`config.mk`:
```
export PLATFORM = sky130hd
export DESIGN_NAME = vga_timing_gen
export DESIGN_NICKNAME = d
export VERILOG_FILES = /design/src/rtl/vga_timing_gen.sv
export SDC_FILE = /design/constraint.sdc
export NUM_CORES = 1
export LEC_CHECK = 0
export ABC_AREA = 1
export CAP_MARGIN = 20
export CORE_MARGIN = 2
export CORE_UTILIZATION = 50
export DETAILED_ROUTE_END_ITERATION = 10
export GPL_ROUTABILITY_DRIVEN = 0
export PLACE_DENSITY_LB_ADDON = 0.3
export SLEW_MARGIN = 40
export SYNTH_ARGS = -nofsm -noshare
export SYNTH_HDL_FRONTEND = slang
export SYNTH_SLANG_ARGS = --single-unit
```
`constraint.sdc`:
```
create_clock -name clk -period 4.6 [get_ports clk]
set_input_delay 0.46 -clock clk [delete_from_list [all_inputs] [get_ports clk]]
set_output_delay 0.46 -clock clk [all_outputs]
set_load 0.01 [all_outputs]
```
`src/rtl/vga_timing_gen.sv`:
```
// vga_timing_gen: VGA raster timing (sync, display_on, x/y, pixel_tick, frame_start).
// Define VGA_TIMING_FRAME_COUNT_EN to build the completed-frame counter on frame_cnt.
module vga_timing_gen #(
  parameter int clk_mhz       = 50,
  parameter int pixel_mhz     = 25,
  parameter int screen_width  = 640,
  parameter int screen_height = 480,
  parameter int h_front       = 16,
  parameter int h_sync        = 96,
  parameter int h_back        = 48,
  parameter int v_front       = 10,
  parameter int v_sync        = 2,
  parameter int v_back        = 33,
  parameter int w_x           = $clog2(screen_width),
  parameter int w_y           = $clog2(screen_height)
) (
  input  logic           clk,
  input  logic           rst,
  output logic           hsync,
  output logic           vsync,
  output logic           display_on,
  output logic [w_x-1:0] x,
  output logic [w_y-1:0] y,
  output logic           pixel_tick,
  output logic           frame_start,
  output logic [15:0]    frame_cnt
);
  localparam int clk_div = clk_mhz / pixel_mhz;
  localparam int h_total = screen_width + h_front + h_sync + h_back;
  localparam int v_total = screen_height + v_front + v_sync + v_back;
  localparam int w_d = clk_div > 1 ? $clog2(clk_div) : 1;
  localparam int w_h = $clog2(h_total);
  localparam int w_v = $clog2(v_total);
  if (clk_mhz % pixel_mhz != 0) begin : g_div_check
    $error("vga_timing_gen: clk_mhz must be an integer multiple of pixel_mhz");
  end
  localparam logic [w_d-1:0] d_last = w_d'(clk_div - 1);
  localparam logic [w_h-1:0] h_last = w_h'(h_total - 1);
  localparam logic [w_v-1:0] v_last = w_v'(v_total - 1);
  // Bounds carry one spare bit so a zero back porch cannot overflow them.
  localparam logic [w_h:0] h_act  = (w_h+1)'(screen_width);
  localparam logic [w_h:0] hs_beg = (w_h+1)'(screen_width + h_front);
  localparam logic [w_h:0] hs_end = (w_h+1)'(screen_width + h_front + h_sync);
  localparam logic [w_v:0] v_act  = (w_v+1)'(screen_height);
  localparam logic [w_v:0] vs_beg = (w_v+1)'(screen_height + v_front);
  localparam logic [w_v:0] vs_end = (w_v+1)'(screen_height + v_front + v_sync);
  logic [w_d-1:0] div_cnt;
  logic [w_h-1:0] h_cnt;
  logic [w_v-1:0] v_cnt;
  logic [w_h:0]   hx;
  logic [w_v:0]   vx;
  logic           adv, h_wrap, v_wrap, active;
  always_comb begin
    hx     = {1'b0, h_cnt};
    vx     = {1'b0, v_cnt};
    adv    = div_cnt == d_last;
    h_wrap = adv && h_cnt == h_last;
    v_wrap = h_wrap && v_cnt == v_last;
    active = hx < h_act && vx < v_act;
  end
  always_ff @(posedge clk)
    if (rst) begin
      div_cnt <= '0;
      h_cnt   <= '0;
      v_cnt   <= '0;
    end else begin
      div_cnt <= adv ? '0 : div_cnt + 1'b1;
      h_cnt   <= h_wrap ? '0 : h_cnt + w_h'(adv);
      v_cnt   <= v_wrap ? '0 : v_cnt + w_v'(h_wrap);
    end
  // Registered decode keeps every output one clk behind the counters and aligned.
  always_ff @(posedge clk)
    if (rst) begin
      hsync       <= 1'b1;
      vsync       <= 1'b1;
      display_on  <= 1'b0;
      x           <= '0;
      y           <= '0;
      pixel_tick  <= 1'b0;
      frame_start <= 1'b0;
    end else begin
      hsync       <= !(hx >= hs_beg && hx < hs_end);
      vsync       <= !(vx >= vs_beg && vx < vs_end);
      display_on  <= active;
      x           <= active ? w_x'(h_cnt) : '0;
      y           <= active ? w_y'(v_cnt) : '0;
      pixel_tick  <= div_cnt == '0;
      frame_start <= div_cnt == '0 && h_cnt == '0 && v_cnt == '0;
    end
`ifdef VGA_TIMING_FRAME_COUNT_EN
  always_ff @(posedge clk)
    if (rst) frame_cnt <= '0;
    else if (v_wrap) frame_cnt <= frame_cnt + 16'd1;
`else
  assign frame_cnt = '0;
`endif
endmodule

```
==> results of run 1 <==
[layout by cell type (no fill, tap or decap)]
cell type        instances
nand3_2                  1
inv_2                    2
xnor2_1                  1
nand2_2                  3
nor2_1                  27
o21ai_1                  1
nand2_1                 39
o21ai_0                  2
nor3_2                   1
ha_1                     4
o2111ai_1                1
conb_1                  16
a21oi_1                 13
nor2_2                  12
dfxtp_1                 45
inv_4                    1
nand4_1                  5
nor2_4                   4
inv_1                   34
clkdlybuf4s50_1         25
clkinv_2                 1
a21oi_2                  1
clkbuf_8                 5
nor3_1                   6
xor2_1                   6
nand3b_1                 1
nand3_1                 11
bufinv_16                1
[metrics by stage]
step | std cells | hold WS, ns | util | area, µm²
2_1_floorplan | 256 | 0.4259 | - | 1999
3_3_place_gp | 310 | 0.4610 | 0.5834 | 2152
3_5_place_dp | 310 | 0.4617 | 0.5834 | 2152
4_1_cts | 317 | 0.4739 | 0.6116 | 2256
5_1_grt | 317 | 0.4925 | 0.6116 | 2256
6_report | 317 | 0.4663 | 0.6116 | 2256
[power groups by stage]
| stage | clock network (mW) | logic, mW | registers (mW) |
|---|---|---|---|
| CTS | 0.287 | 0.0349 | 0.397 |
| floorplan | 0 | 0.0357 | 0.408 |
| global route | 0.303 | 0.0387 | 0.398 |
| finish | 0.281 | 0.0350 | 0.397 |
| global placement | 0 | 0.0348 | 0.406 |
| detailed placement | 0 | 0.0348 | 0.407 |
[synth_stat cells, types with 2 or more instances]
library cell	instances
dfxtp_1	45
nand2_1	39
inv_1	34
nor2_1	27
buf_4	16
a21oi_1	13
nor2_2	12
nand3_1	11
nor3_1	6
xor2_1	6
nand4_1	5
ha_1	4
nor2_4	4
nand2_2	3
buf_6	2
inv_2	2
o21ai_0	2
[kinds of logic after synthesis]
logic type,Yosys count,synth area share
other cells,1,0.001930
flops,45,0.4636
buf+inv,56,0.1539
xor+xnor,7,0.03155
compound gates,18,0.05022
fa+ha+maj,4,0.02576
simple gates,110,0.2730
[tightest hold or removal path: stages, from the launching register on]
cell	delay, ns
dfxtp_1	0.34
inv_1	0.06
nor2_1	0.03
[state kept, by name (all words and copies together) (netlist names)]
signal	flops
frame_start	1
adv	1
pixel_tick	1
x	10
vsync	1
v_cnt	10
h_cnt	10
hsync	1
display_on	1
y	9
[cell type report]
cell class | instances | area [µm²] | area share
Clock buffer | 5 | 68.82 | 0.03050
Clock inverter | 2 | 35.03 | 0.01553
Inverter | 37 | 141.4 | 0.06267
Multi-Input combinational cell | 155 | 799.5 | 0.3544
Sequential cell | 45 | 900.9 | 0.3993
Tap cell | 48 | 60.06 | 0.02662
Timing Repair Buffer | 25 | 250.2 | 0.1109
[per-layer routing]
| metal | vias up | wire length, µm | global-route usage |
|---|---|---|---|
| met5 | - | 0 | 0 |
| met4 | 0 | 73 | 0.07908 |
| met3 | 7 | 195 | 0.05111 |
| met2 | 51 | 1356 | 0.2263 |
| met1 | 622 | 1601 | 0.2191 |
| li1 | 765 | - | - |
[worst paths after layout]
kind	from	end	depth (start not counted)
setup / recovery	h_cnt[7]	v_cnt[6]	13
hold / removal	v_cnt[0]	y[0]	2
hold reg to reg	v_cnt[0]	y[0]	2
setup reg to reg	h_cnt[7]	v_cnt[6]	13
==> out/summary.txt, run 1 <==
========================================================================================
Proportion of netlist area held by the largest area contributor                   0.4636
Cell family contributing the most delay on the critical path                simple AND/OR/NAND/NOR gates
Setup crit start kind                                                           register
Top FF cell, synth                                                               dfxtp_1
Final slew viol count                                                                  0
Gr ovfl total                                                                          0
Yosys warning count                                                                    0
Avg Vias per Cell                                                                  4.558
Number of antenna violations at the first check in global routing                      0
Root buffer selected by CTS                                                     clkbuf_8
H-Tree Level Count                                                                     2
Maximum clock skew at final layout                                           0.004658 ns
Number of DRC violations after detailed-routing iteration 0                           70
Count of nets after finishing                                                        275
Arrival @ worst endpoint                                                         1.99 ns
Clk network pwr share                                                              0.394
Clock transition at path regs                                                    0.08 ns
Power share of the sequential group                                                0.557
Buffering stage count on the worst path with inverters included                        3
Worst Setup Slack, final                                                        2.847 ns
Layout area overhead                                                              16.10%
List of cells traversed by the critical path                                inv_1, nand2_1, nor2_1, nand3_2, inv_1, ha_1, ha_1, inv_1, nor2_4, nand3_1, nand2_1, nand2_1, a21oi_1
RSZ-0062 raised after global routing                                                  no
Post-synthesis cell count                                                            241
Number of remaining DRC errors                                                         0
Total half-perimeter wirelength after legalization and detailed placement        2411 µm
Main area contributors after synthesis                                      dfxtp_1 46%, nand2_1 7.5%, inv_1 6.6%
Fraction of registers with async set or reset after synthesis                          0
Overall Power                                                                  0.7132 mW
Clock tree from TritonCTS                                                            yes
Count of nets left with antenna violations after detail routing                        0
Final Critical Period                                                           1.753 ns
Hold buffer count at CTS                                                               0
Endpoints failing setup                                                                0
P per Cell Area                                                             316.1 mW/mm²
Max clock buf depth                                                                    2
IO Count                                                                              42
CTS Buf Count                                                                          5
Run status                                                                  finished, final reports clean
Placeable Area                                                              0.003689 mm²
Critical Path Sink Type                                                         register
Highest ir drop seen on vdd                                                    0.1221 mV
Number of global-route vias before repair                                          1,231
Cell with the largest stage delay on the worst path                              dfxtp_1
Dominant cell type by area after synthesis                                       dfxtp_1
Chip Height                                                                     66.34 µm
Count of unique library cells instantiated by Yosys                                   27
Data required time of the critical path                                          4.83 ns
Count of buffers from port buffering                                                  25
Filler instances                                                                     338
Dpl ws                                                                          2.808 ns
Highest cell delay on the worst timing path                                      0.34 ns
Setup repair bufs after CTS                                                            0
Net switching power                                                            0.1499 mW
CTS Sinks                                                                             45
Count of TritonRoute iterations in the first routing pass                              4
Max cap viols                                                                          0
Antenna diode count                                                                    0
R2R Setup Slk                                                                    2.85 ns
Leak Pwr                                                                       0.9132 nW
Fraction of the yosys area taken by sequential cells                              0.4636
Maximum number of pins on one net before global-route repair                          21
Post-synthesis instance area                                                0.001943 mm²
Global Route Usage Sum                                                            0.1605
Share of post-route cells with drive strength above 1                             0.1190
Count of vias placed by the detailed router                                        1,445
Clock latency reported for the late side of the worst-skew pair                  0.30 ns
Top fanout value on the critical path                                                  5
Yosys reg bits                                                                        45
Power share of the combinational group                                             0.049
Wire length of the first global-routing pass                                     5368 µm
Path type of the worst min-delay path                                       register to register
Average size of a mapped cell                                                  8.063 µm²
CTS resizes                                                                            0
Switching share of total power                                                    0.2101
Final clock period utilization by the worst path                                  0.3810
DRT Wirelength                                                                   3226 µm
Design internal power                                                          0.5633 mW
Setup TNS                                                                           0 ns
EDFF count, synth                                                                      0
Row count                                                                             22
Final routed wire length divided by cell count                                  10.18 µm
Die ar.                                                                     0.004401 mm²
CP Class                                                                    register to register
Number of hold-slack violations in the final timing report                             0
FMAX                                                                           570.6 MHz
Width of the die                                                                66.34 µm
Initial standard-cell utilization of the core                                     0.5268
========================================================================================
Power figures use the tool's default switching activity.
==> run 2: changes to the inputs <==
==> constraint.sdc (replaced) <==
create_clock -name clk -period 1.7 [get_ports clk]
set_input_delay 0.17 -clock clk [delete_from_list [all_inputs] [get_ports clk]]
set_output_delay 0.17 -clock clk [all_outputs]
set_load 0.01 [all_outputs]
==> out/summary.txt, run 2 (synthesized netlist as in run 1, its figures left out) <==
========================================================================================
Final-layout worst hold slack                                                  0.4575 ns
Final clock period utilization by the worst path                                  0.9287
Filler instances                                                                     307
Worst Hold Endpoint                                                           pixel_tick
Highest cell delay on the worst timing path                                      0.33 ns
P per Cell Area                                                             827.5 mW/mm²
Chip Height                                                                     66.34 µm
Clock tree from TritonCTS                                                            yes
CTS Sinks                                                                             45
Root buffer selected by CTS                                                     clkbuf_8
Count of nets after finishing                                                        286
Data required time of the critical path                                          1.88 ns
Number of global-route vias before repair                                          1,367
Final std cell area, no fill                                                0.002416 mm²
Utilization after layout                                                          0.6550
Number of remaining DRC errors                                                         0
Cells on worst reg2reg path                                                           10
Layout area overhead                                                              24.34%
H-Tree Level Count                                                                     2
Count of TritonRoute iterations in the first routing pass                              4
Non-filler instance count after layout                                               329
Number of DRC violations after detailed-routing iteration 0                           54
Highest ir drop seen on vdd                                                    0.4445 mV
CP Class                                                                    register to register
Worst hold path stage count                                                            1
Number of hold-slack violations in the final timing report                             0
Maximum clock skew at final layout                                            0.01131 ns
Setup crit start kind                                                           register
Share of post-route cells with drive strength above 1                             0.2171
Clk network pwr share                                                              0.414
Initial standard-cell utilization of the core                                     0.5268
R2R Setup Slk                                                                    0.12 ns
Final routed wire length divided by cell count                                  11.07 µm
Placeable Area                                                              0.003689 mm²
Cell with the largest stage delay on the worst path                              dfxtp_2
Net switching power                                                            0.4234 mW
FMAX                                                                           633.4 MHz
Largest regs                                                                h_cnt: 10 flops, v_cnt: 10 flops, x: 10 flops
List of cells traversed by the critical path                                inv_2, nand2_2, nor2_2, nand3_2, inv_2, ha_4, nand2_1, nor2_2, xor2_1, a21oi_1
Reg-to-Reg End                                                                  v_cnt[5]
Critical Path Sink Type                                                         register
Total half-perimeter wirelength after legalization and detailed placement        2578 µm
Switching share of total power                                                    0.2118
Global Route Usage Sum                                                            0.1834
Clock latency reported for the late side of the worst-skew pair                  0.30 ns
Start of the worst register-to-register path                                    h_cnt[6]
Final Critical Period                                                           1.579 ns
Width of the die                                                                66.34 µm
Cell count after placement                                                           318
Max cap viols                                                                          0
Top fanout value on the critical path                                                  3
Buffering stage count on the worst path with inverters included                        2
Count of vias placed by the detailed router                                        1,542
Hold Startpoint                                                                      adv
Die ar.                                                                     0.004401 mm²
Overall Power                                                                   1.999 mW
Total cell area at the placement stage                                      0.002212 mm²
Path type of the worst min-delay path                                       register to register
Gr ovfl total                                                                          0
Count of nets left with antenna violations after detail routing                        0
Design internal power                                                           1.576 mW
Antenna diode count                                                                    0
Hold buffer count at CTS                                                               0
Leak Pwr                                                                       0.9651 nW
Power share of the sequential group                                                0.537
Final slew viol count                                                                  0
Max clock buf depth                                                                    2
Maximum number of pins on one net before global-route repair                          21
Leading cell type in the layout, fill and taps excluded                          dfxtp_1
Clock transition at path regs                                                    0.09 ns
CTS Buf Count                                                                          5
Avg Vias per Cell                                                                  4.687
Endpoints failing setup                                                                0
Multi-input combinational cell area                                            849.6 µm²
Number of antenna violations at the first check in global routing                      0
Run status                                                                  finished, final reports clean
Power share of the combinational group                                             0.049
Arrival @ worst endpoint                                                         1.76 ns
Wire length of the first global-routing pass                                     6147 µm
IO Count                                                                              42
FF/Latch Area                                                                  912.1 µm²
Most used cells in the layout excluding fill and tap cells                  38 x dfxtp_1, 37 x nand2_1, 32 x inv_1
Row count                                                                             22
DRT Wirelength                                                                   3641 µm
Cell family contributing the most delay on the critical path                simple AND/OR/NAND/NOR gates
Count of buffers from port buffering                                                  25
========================================================================================
[run 2: cell types whose count changed in the layout (fill, tap and decap cells not counted), sizes merged]
cell and change:
buf +11, clkbuf +1, clkinv -1, clkinvlp +1
[run 2: power groups by stage]
stage                     Combinational (mW)  Clock (mW)  Sequential (mW)
after global routing                   0.110       0.884             1.08
after CTS                             0.0981       0.843             1.07
final                                 0.0984       0.827             1.07
after detailed placement              0.0977           0             1.10
after global placement                0.0982           0             1.10
after floorplan                       0.0966           0             1.10
[run 2: how the worst max path moves through the flow]
stage | slack, ns | depth (start not counted) | end | startpoint
after detailed placement | 0.03 | 12 | v_cnt[6] | h_cnt[3]
final | 0.12 | 10 | v_cnt[5] | h_cnt[6]
after floorplan | 0.12 | 13 | v_cnt[6] | h_cnt[7]
after global routing | -0.02 | 13 | v_cnt[6] | h_cnt[5]
after global placement | 0.07 | 12 | v_cnt[8] | h_cnt[3]
after CTS | 0.009 | 12 | v_cnt[6] | h_cnt[3]
[run 2: stage by stage]
stage	TNS, ns	setup WS, ns
after floorplan	0	0.1222
after global placement	0	0.06972
after detailed placement	0	0.03004
after CTS	0	0.008713
after global routing	-0.04464	-0.01675
final	0	0.1212
[run 2: repair_timing]
action                     CTS  global route
setup endpoints to repair    0             7
setup buffers                0             3
resized for setup            0            21
[run 2: cell type report]
cell class,instances,area share
clock buffers,6,0.03418
inverters,37,0.05852
multi-input cells,155,0.3516
repair buffers,36,0.1378
clock inverters,2,0.01554
flip-flops and latches,45,0.3775
well taps,48,0.02486
[run 2: layer usage]
| metal | track usage | up-vias | share of wire |
|---|---|---|---|
| li1 | - | 791 | - |
| met4 | 0.06888 | 0 | 0.0099 |
| met1 | 0.2540 | 688 | 0.46 |
| met5 | 0 | - | 0 |
| met2 | 0.2850 | 59 | 0.46 |
| met3 | 0.03066 | 4 | 0.068 |
==> run 3: changes to the inputs <==
--- a/config.mk
+++ b/config.mk
@@ -9,6 +9,7 @@
 export CAP_MARGIN = 20
 export CORE_MARGIN = 2
 export CORE_UTILIZATION = 50
+export CTS_CLUSTER_DIAMETER = 30
 export DETAILED_ROUTE_END_ITERATION = 10
 export GPL_ROUTABILITY_DRIVEN = 0
 export PLACE_DENSITY_LB_ADDON = 0.3
==> results of run 3 <==
The final DEF is identical to that of run 2; final timing and power are the same.
